## src/rtl/fft_frame_collector.sv

```systemverilog
// fft_frame_collector
// Collects NCH serial complex FFT bins (bin index on s_tuser) into one
// parallel frame. Each component is sign-extended, gain-shifted and clamped
// as it arrives. Out-of-order bins drop the partial frame and force a resync
// on bin 0. A one-deep output slot with m_tvalid/m_tready back-pressures the
// input through the FULL state.
module fft_frame_collector #(
  parameter int NCH     = 8,
  parameter int IN_W    = 16,
  parameter int OUT_W   = 20,
  parameter int GAIN_SH = 0,
  parameter int BIT_REV = 0
) (
  input  logic                   clk,
  input  logic                   rst,
  input  logic [2*IN_W-1:0]      s_tdata,
  input  logic [$clog2(NCH)-1:0] s_tuser,
  input  logic                   s_tvalid,
  output logic                   s_tready,
  output logic [NCH*OUT_W-1:0]   m_real,
  output logic [NCH*OUT_W-1:0]   m_imag,
  output logic                   m_tvalid,
  input  logic                   m_tready,
  output logic                   m_sat,
  output logic                   frame_err,
  output logic [15:0]            frame_cnt,
  output logic [7:0]             err_cnt
);

  localparam int LOG   = $clog2(NCH);
  // Wide enough that the shift never loses bits before the range check.
  localparam int EXT_W = OUT_W + GAIN_SH;

  typedef enum logic [1:0] {SYNC, COLLECT, FULL} state_t;

  state_t           state_reg, state_next;
  logic [LOG-1:0]   k_reg, k_next;
  logic             store;
  logic             transfer;
  logic             err_set;
  logic             accept;
  logic             slot_free;

  logic [OUT_W:0]   conv_re;
  logic [OUT_W:0]   conv_im;
  logic             in_sat;

  logic [OUT_W-1:0] buf_re_reg  [NCH];
  logic [OUT_W-1:0] buf_im_reg  [NCH];
  logic             buf_sat_reg [NCH];
  logic [OUT_W-1:0] out_re_reg  [NCH];
  logic [OUT_W-1:0] out_im_reg  [NCH];
  logic [OUT_W-1:0] lane_re     [NCH];
  logic [OUT_W-1:0] lane_im     [NCH];
  logic [NCH-1:0]   lane_sat;

  // Index expected at frame position pos (optionally bit-reversed).
  function automatic logic [LOG-1:0] expected_idx(input logic [LOG-1:0] pos);
    logic [LOG-1:0] r;
    r = pos;
    if (BIT_REV != 0) begin
      for (int b = 0; b < LOG; b++) begin
        r[b] = pos[LOG-1-b];
      end
    end
    return r;
  endfunction

  // Returns {saturated, value}: sign-extend, shift, clamp to signed OUT_W.
  function automatic logic [OUT_W:0] convert(input logic [IN_W-1:0] x);
    logic signed [EXT_W-1:0] ext;
    logic [EXT_W-OUT_W:0]    top;
    ext = EXT_W'($signed(x));
    ext = ext <<< GAIN_SH;
    top = ext[EXT_W-1:OUT_W-1];
    if ((&top) || !(|top)) begin
      return {1'b0, ext[OUT_W-1:0]};
    end else if (ext[EXT_W-1]) begin
      return {1'b1, 1'b1, {(OUT_W-1){1'b0}}};
    end else begin
      return {1'b1, 1'b0, {(OUT_W-1){1'b1}}};
    end
  endfunction

  assign conv_re   = convert(s_tdata[IN_W-1:0]);
  assign conv_im   = convert(s_tdata[2*IN_W-1:IN_W]);
  assign in_sat    = conv_re[OUT_W] | conv_im[OUT_W];
  assign accept    = s_tvalid && s_tready;
  assign slot_free = !m_tvalid || m_tready;

  // State register and position counter.
  always_ff @(posedge clk or posedge rst) begin
    if (rst) begin
      state_reg <= SYNC;
      k_reg     <= '0;
    end else begin
      state_reg <= state_next;
      k_reg     <= k_next;
    end
  end

  // Next-state decode: sequence tracking, storing, transfer and error detection.
  always_comb begin
    state_next = state_reg;
    k_next     = k_reg;
    store      = 1'b0;
    transfer   = 1'b0;
    err_set    = 1'b0;
    s_tready   = (state_reg != FULL);
    case (state_reg)
      SYNC: begin
        if (accept && (s_tuser == expected_idx(LOG'(0)))) begin
          store      = 1'b1;
          state_next = COLLECT;
          k_next     = LOG'(1);
        end
      end
      COLLECT: begin
        if (accept) begin
          if (s_tuser == expected_idx(k_reg)) begin
            store = 1'b1;
            if (k_reg == LOG'(NCH-1)) begin
              k_next = '0;
              if (slot_free) begin
                transfer = 1'b1;
              end else begin
                state_next = FULL;
              end
            end else begin
              k_next = k_reg + 1'b1;
            end
          end else begin
            err_set = 1'b1;
            if (s_tuser == expected_idx(LOG'(0))) begin
              store  = 1'b1;
              k_next = LOG'(1);
            end else begin
              state_next = SYNC;
              k_next     = '0;
            end
          end
        end
      end
      FULL: begin
        if (slot_free) begin
          transfer   = 1'b1;
          state_next = COLLECT;
          k_next     = '0;
        end
      end
      default: begin
        state_next = SYNC;
        k_next     = '0;
      end
    endcase
  end

  genvar gi;
  generate
    for (gi = 0; gi < NCH; gi++) begin : g_lane
      logic hit;
      assign hit          = store && (s_tuser == LOG'(gi));
      // Lane contents including a bin written this cycle, so the last bin
      // can transfer straight to the output slot.
      assign lane_re[gi]  = hit ? conv_re[OUT_W-1:0] : buf_re_reg[gi];
      assign lane_im[gi]  = hit ? conv_im[OUT_W-1:0] : buf_im_reg[gi];
      assign lane_sat[gi] = hit ? in_sat : buf_sat_reg[gi];
      assign m_real[gi*OUT_W +: OUT_W] = out_re_reg[gi];
      assign m_imag[gi*OUT_W +: OUT_W] = out_im_reg[gi];

      // Collect buffer lane: written when its bin is stored.
      always_ff @(posedge clk or posedge rst) begin
        if (rst) begin
          buf_re_reg[gi]  <= '0;
          buf_im_reg[gi]  <= '0;
          buf_sat_reg[gi] <= 1'b0;
        end else if (hit) begin
          buf_re_reg[gi]  <= conv_re[OUT_W-1:0];
          buf_im_reg[gi]  <= conv_im[OUT_W-1:0];
          buf_sat_reg[gi] <= in_sat;
        end
      end

      // Output lane: loads on transfer, holds otherwise.
      always_ff @(posedge clk or posedge rst) begin
        if (rst) begin
          out_re_reg[gi] <= '0;
          out_im_reg[gi] <= '0;
        end else if (transfer) begin
          out_re_reg[gi] <= lane_re[gi];
          out_im_reg[gi] <= lane_im[gi];
        end
      end
    end
  endgenerate

  // Output handshake, frame-level saturation flag, error pulse and counters.
  always_ff @(posedge clk or posedge rst) begin
    if (rst) begin
      m_tvalid  <= 1'b0;
      m_sat     <= 1'b0;
      frame_err <= 1'b0;
      frame_cnt <= '0;
      err_cnt   <= '0;
    end else begin
      frame_err <= err_set;
      if (transfer) begin
        m_tvalid  <= 1'b1;
        m_sat     <= |lane_sat;
        frame_cnt <= frame_cnt + 16'd1;
      end else if (m_tready) begin
        m_tvalid <= 1'b0;
      end
      if (err_set && (err_cnt != 8'hFF)) begin
        err_cnt <= err_cnt + 8'd1;
      end
    end
  end

endmodule

```

## config.mk

```make
export PLATFORM = sky130hd
export DESIGN_NAME = fft_frame_collector
export DESIGN_NICKNAME = d
export VERILOG_FILES = /design/src/rtl/fft_frame_collector.sv
export SDC_FILE = /design/constraint.sdc
export NUM_CORES = 1
export LEC_CHECK = 0
export CORE_MARGIN = 5
export CORE_UTILIZATION = 50
export CTS_BUF_LIST = sky130_fd_sc_hd__clkbuf_8
export CTS_CLUSTER_DIAMETER = 80
export CTS_CLUSTER_SIZE = 12
export DETAILED_ROUTE_END_ITERATION = 10
export PLACE_DENSITY = 0.86
export SLEW_MARGIN = 20
export SYNTH_ARGS = -nofsm -noshare
export SYNTH_HDL_FRONTEND = slang
export SYNTH_SLANG_ARGS = --single-unit
```

## constraint.sdc

```tcl
create_clock -name clk -period 28.5 [get_ports clk]
set_clock_uncertainty 0.1 [all_clocks]
set_input_delay 7.125 -clock clk [delete_from_list [all_inputs] [get_ports clk]]
set_output_delay 7.125 -clock clk [all_outputs]
set_load 0.05 [all_outputs]
```

# Word level (Yosys, flattened, before mapping)

Cells that the tools add are included.

Bits in registers: 680
Input port bits: 39
Output and inout bits: 348
Word-level logic and storage cells: 142

Add/subtract/negate cells: 3
Equal/unequal tests: 19
Muxes and demuxes: 54
Reductions and logical operators: 19

Operators by type and width:

| kind                    | number |
|---|---|
| $mux W20                | 16 |
| $mux W1                 | 22 |
| $add A16 B1 Y16 const B | 1 |
| $eq A3 B3 Y1 const B    | 5 |
| $mux W3                 | 5 |
| $mux W2                 | 7 |
| $logic_and A1 B1 Y1     | 11 |
| $ne A3 B3 Y1 const B    | 3 |
| $pmux W3 S3             | 1 |
| $add A8 B1 Y8 const B   | 1 |
| $ne A2 B2 Y1 const B    | 4 |
| $ne A8 B8 Y1 const B    | 1 |
| $reduce_or A8 Y1        | 1 |
| $eq A3 B2 Y1 const B    | 2 |
| $pmux W2 S3             | 1 |
| $reduce_and A6 Y1       | 1 |
| $pmux W1 S2             | 2 |
| $add A3 B1 Y3 const B   | 1 |
| $eq A3 B1 Y1 const B    | 1 |
| $eq A3 B3 Y1            | 1 |
| $logic_not A3 Y1        | 1 |
| $reduce_and A3 Y1       | 1 |
| $eq A2 B1 Y1 const B    | 1 |
| $eq A2 B2 Y1 const B    | 1 |
| other kinds (4)         | 4 |

# Logic depth before layout (Yosys ltp)

Depth after elaboration: 8
Depth in mapped cells: 10
Mapped depth without buffers: 7

# Worst setup path before layout

No wires, ideal clock.

Path kind: input port to flip-flop
From: input port s_tuser[1]
To: register out_im_reg, in the netlist m_imag[95]
Library setup time: 0.125 ns
Arrival: 8.735 ns
Required time: 28.275 ns
Path slack: 19.540 ns
Cell stages on the path: 7
Buffers on the path: 3
Path through: buf_2 or2_1 or4_1 buf_2 buf_2 a21o_1 mux2_2

RTL lines:

| item                          | RTL line | source |
|---|---|---|
| start, declared               | 17       | `input logic [$clog2(NCH)-1:0] s_tuser,` |
| end signal, assigned by index | 191      | `out_im_reg[gi] <= lane_im[gi];` |
| end, declared                 | 52       | `logic [OUT_W-1:0] out_im_reg [NCH];` |

# Final worst setup path

From: input port s_tuser[0]
To: register out_re_reg, in the netlist m_real[121]

Longest elaborated chain between the ends: 7
Elaborated cells between the ends (all ways): 14

Ends and longest elaborated chain:

| item                          | RTL line | source |
|---|---|---|
| $logic_not A3 Y1              | 112, 134 |  |
| $mux W1                       | 134      | `if (s_tuser == expected_idx(LOG'(0))) begin` |
| $mux W1                       | 120      | `if (s_tuser == expected_idx(k_reg)) begin` |
| $mux W1                       | 119      | `if (accept) begin` |
| $pmux W1 S2                   | 110      | `case (state_reg)` |
| $logic_and A1 B1 Y1           | 162      | `assign hit = store && (s_tuser == LOG'(gi));` |
| $mux W20                      | n/a      |  |
| end signal, assigned by index | 190      | `out_re_reg[gi] <= lane_re[gi];` |
| end, declared                 | 51       | `logic [OUT_W-1:0] out_re_reg [NCH];` |

Several ways; a longest one is shown, not always the timed one.
A chain may end at the register's enable or synchronous reset.

==> results.py <==
metrics = {
    "power_and_ir_drop": {
        "swShare_pct": 24.8,
        "p_clk_share_pct": 30.2,
        "pwr-share-seq_pct": 60.0,
        "power.density_nw_per_um2": 56.8,
        "p_int_mw": 1.32,
        "combPwrFrac_pct": 9.8,
        "vdd_ir_drop_max_uv": 35.6,
        "p_sw_mw": 0.438,
        "p_leak_nw": 16.4,
    },
    "clock_tree": {
        "clk_latency_ns": 0.64,
        "cts_sinks": 680,
        "tritoncts": "built",
        "cts-resized-gates": 0,
        "cts_root_buf": "clkbuf_8",
        "clkTransAtPathRegs_ns": 0.08,
        "cts_max_level": 3,
        "post-cts-setup-buffers": 0,
        "cts_made_buffers": 67,
        "cts_buffer_depth": 3,
        "cts-hold-fix-buffers": 0,
    },
    "worst_setup_path": {
        "critPathKind": "primary input to flip-flop",
        "cpMostUsedCell": "buf_4",
        "crit_chain": "clkdlybuf4s50_1, xnor2_2, a41o_1, and3_4, buf_4, buf_4, buf_4, mux2_2",
        "crit_buf_inv": 4,
        "cp-end-kind": "flip-flop",
        "cp_max_fo": 76,
        "crit_arrival_ns": 11.70,
        "critPathLaunchType": "primary input",
        "crit_family": "buffers and inverters",
        "critPathSlowestCell": "buf_4",
        "critical_path_required_ns": 28.92,
        "cpPeakStageDelay_ns": 0.77,
    },
    "die": {
        "pin_count": 387,
        "dieArea_sq_um": 55800,
        "start_util_pct": 50.8,
        "core_sq_um": 50400,
        "die_x_um": 236,
        "die_h_um": 236,
        "rows": 82,
    },
    "yosys": {
        "synthArstFlopShare_pct": 100,
        "synth_edf_count": 0,
        "synth-seq-area-share_pct": 66.5,
        "synth_ff_type": "dfrtp_1",
        "synth_nets": 2164,
        "synthCells": 2117,
        "synth_seq_cells": 680,
        "syn_avg_cell_area_sq_um": 12.1,
        "syn_area_sq_um": 25600,
        "yosys_warnings": 0,
        "synth.distinct_cells": 53,
    },
    "sta": {
        "drv_slew": 0,
        "finalCritPeriodShare_pct": 39.6,
        "grt_setup_unrepaired": "no",
        "finalSetupTns_ns": 0,
        "relSlewSlack_pct": 23.1,
        "fmaxAchievable_mhz": 88.7,
        "worst_pin_slew_ns": 1.15,
        "setup_viol": 0,
        "finalHoldViolCount": 0,
        "final.min_clock_period_ns": 11.28,
    },
    "cells_and_area": {
        "final_nets": 2533,
        "final_common_cell": "nand2_1",
        "layout_common_cells": "nand2_1, dfrtp_1, clkdlybuf4s50_1",
        "fillers": 3751,
        "regArea_sq_um": 17000,
        "area_growth_syn_to_layout_pct": 21.3,
        "drive_gt1_share_pct": 16.5,
        "final_cells": 3167,
        "finish.instance_area_sq_um": 31000,
        "multiInputGateArea_sq_um": 8040,
    },
    "detailed_routing": {
        "wl_per_cell_um": 20.5,
        "drt-pass1-iter-count": 5,
        "vias_per_cell": 5.37,
        "via_count": 17000,
        "detail-route-antenna-nets": 0,
        "drt_wl_total_mm": 64.9,
        "drc": 0,
        "drt_iter0_drc": 1239,
    },
    "global_route": {
        "antenna_found_initial": 1,
        "grt_start_max_net_pins": 203,
        "grt_pass1_wl_mm": 102,
        "grt_overflow_total": 0,
        "grt_use_total_pct": 23.0,
        "grt_pass1_vias": 18000,
    },
    "place": {
        "place_inst": 3087,
        "io_buffer_count": 386,
        "place_congestion": 0.877,
        "dp_hpwl_mm": 42.5,
        "placed_cell_area_sq_um": 30000,
    },
    "status": {
        "status": "finished clean",
    },
    "worst_hold_path": {
        "holdCritPathClass": "flip-flop to flip-flop",
    },
    "job": {
        "maxCapViolCount": 0,
    },
}
## synthesized netlist by cell type (all sizes together) (5+ instances only)
master	instances	share of area, %
a31oi	23	0.56
nand3	10	0.20
ha	8	0.39
nand2	779	11
nand4	6	0.15
nor3	5	0.098
mux2	303	13
dfrtp	680	67
inv	12	0.18
and3	6	0.15
xnor2	18	0.65
and2	8	0.20
a21o	61	1.8
clkbuf	40	0.59
nor2	44	0.65
buf	67	1.4
xor2	7	0.24
## worst register-to-register path, stage by stage, from the launching register on
cell and delay, ns:
dfrtp_1 0.44, inv_1 0.10, ha_1 0.47, and3_1 0.27, a41o_1 0.29, and3_4 0.66, buf_4 0.70, buf_4 0.75
buf_4 0.79, mux2_2 0.46
## layout make-up
| cell class | count | share of cell area, % |
|---|---|---|
| repair buffers | 407 | 13.1 |
| clock buffers | 69 | 3.06 |
| diodes | 1 | 0.00806 |
| clock inverters | 8 | 0.202 |
| multi-input cells | 1318 | 25.9 |
| inverters | 12 | 0.169 |
| flip-flops and latches | 680 | 54.8 |
| well taps | 672 | 2.71 |
## stage by stage
step                      hold WS, ns  utilization, %  power (mW)  worst slack (ns)
after floorplan                 0.333               -        1.19              2.21
after global placement          0.348            59.5        1.23             16.62
after detailed placement        0.355            59.5        1.25             16.44
after CTS                       0.372            61.5        1.78             17.17
after global routing            0.377            61.6        1.84             16.54
final                           0.369            61.6        1.76             17.22
## routing by layer
layer / track usage (%) / part of all wire, % / vias to the layer above
li1: - / - / 7590
met2: 37.4 / 49 / 577
met5: 0 / 0 / -
met1: 30.5 / 41 / 8695
met3: 4.61 / 5.7 / 149
met4: 9.80 / 4.2 / 0
## power groups by stage
stage	Sequential, mW	Clock, mW	Combinational [mW]
2_1_floorplan	1.08	0	0.109
3_3_place_gp	1.07	0	0.161
3_5_place_dp	1.08	0	0.171
4_1_cts	1.06	0.553	0.172
5_1_grt	1.06	0.591	0.188
6_report	1.06	0.533	0.173
## final timing paths
check                               startpoint        endpoint  slack (ns)  depth (start not counted)
worst max register to register    state_reg[1]     m_real[121]       23.35                          9
worst max-delay path                s_tuser[0]     m_real[121]       17.22                          8
worst min-delay path            buf_re_reg[58]  buf_re_reg[58]        0.37                          2
min in group asynchronous                  rst      m_imag[58]        6.91                          2
max in group asynchronous                  rst      m_imag[81]       17.33                          6
worst min register to register  buf_re_reg[58]  buf_re_reg[58]        0.37                          2
## logic make-up after synthesis
logic type | synth area share (%)
AND/OR/NAND/NOR | 13.7
flip-flops | 66.5
multiplexers | 13.4
buffers and inverters | 2.19
AO/OA/AOI/OAI | 2.87
XOR/XNOR | 0.886
adder cells (fa/ha/maj) | 0.391
No activity file was read; power rests on OpenSTA's default activity.
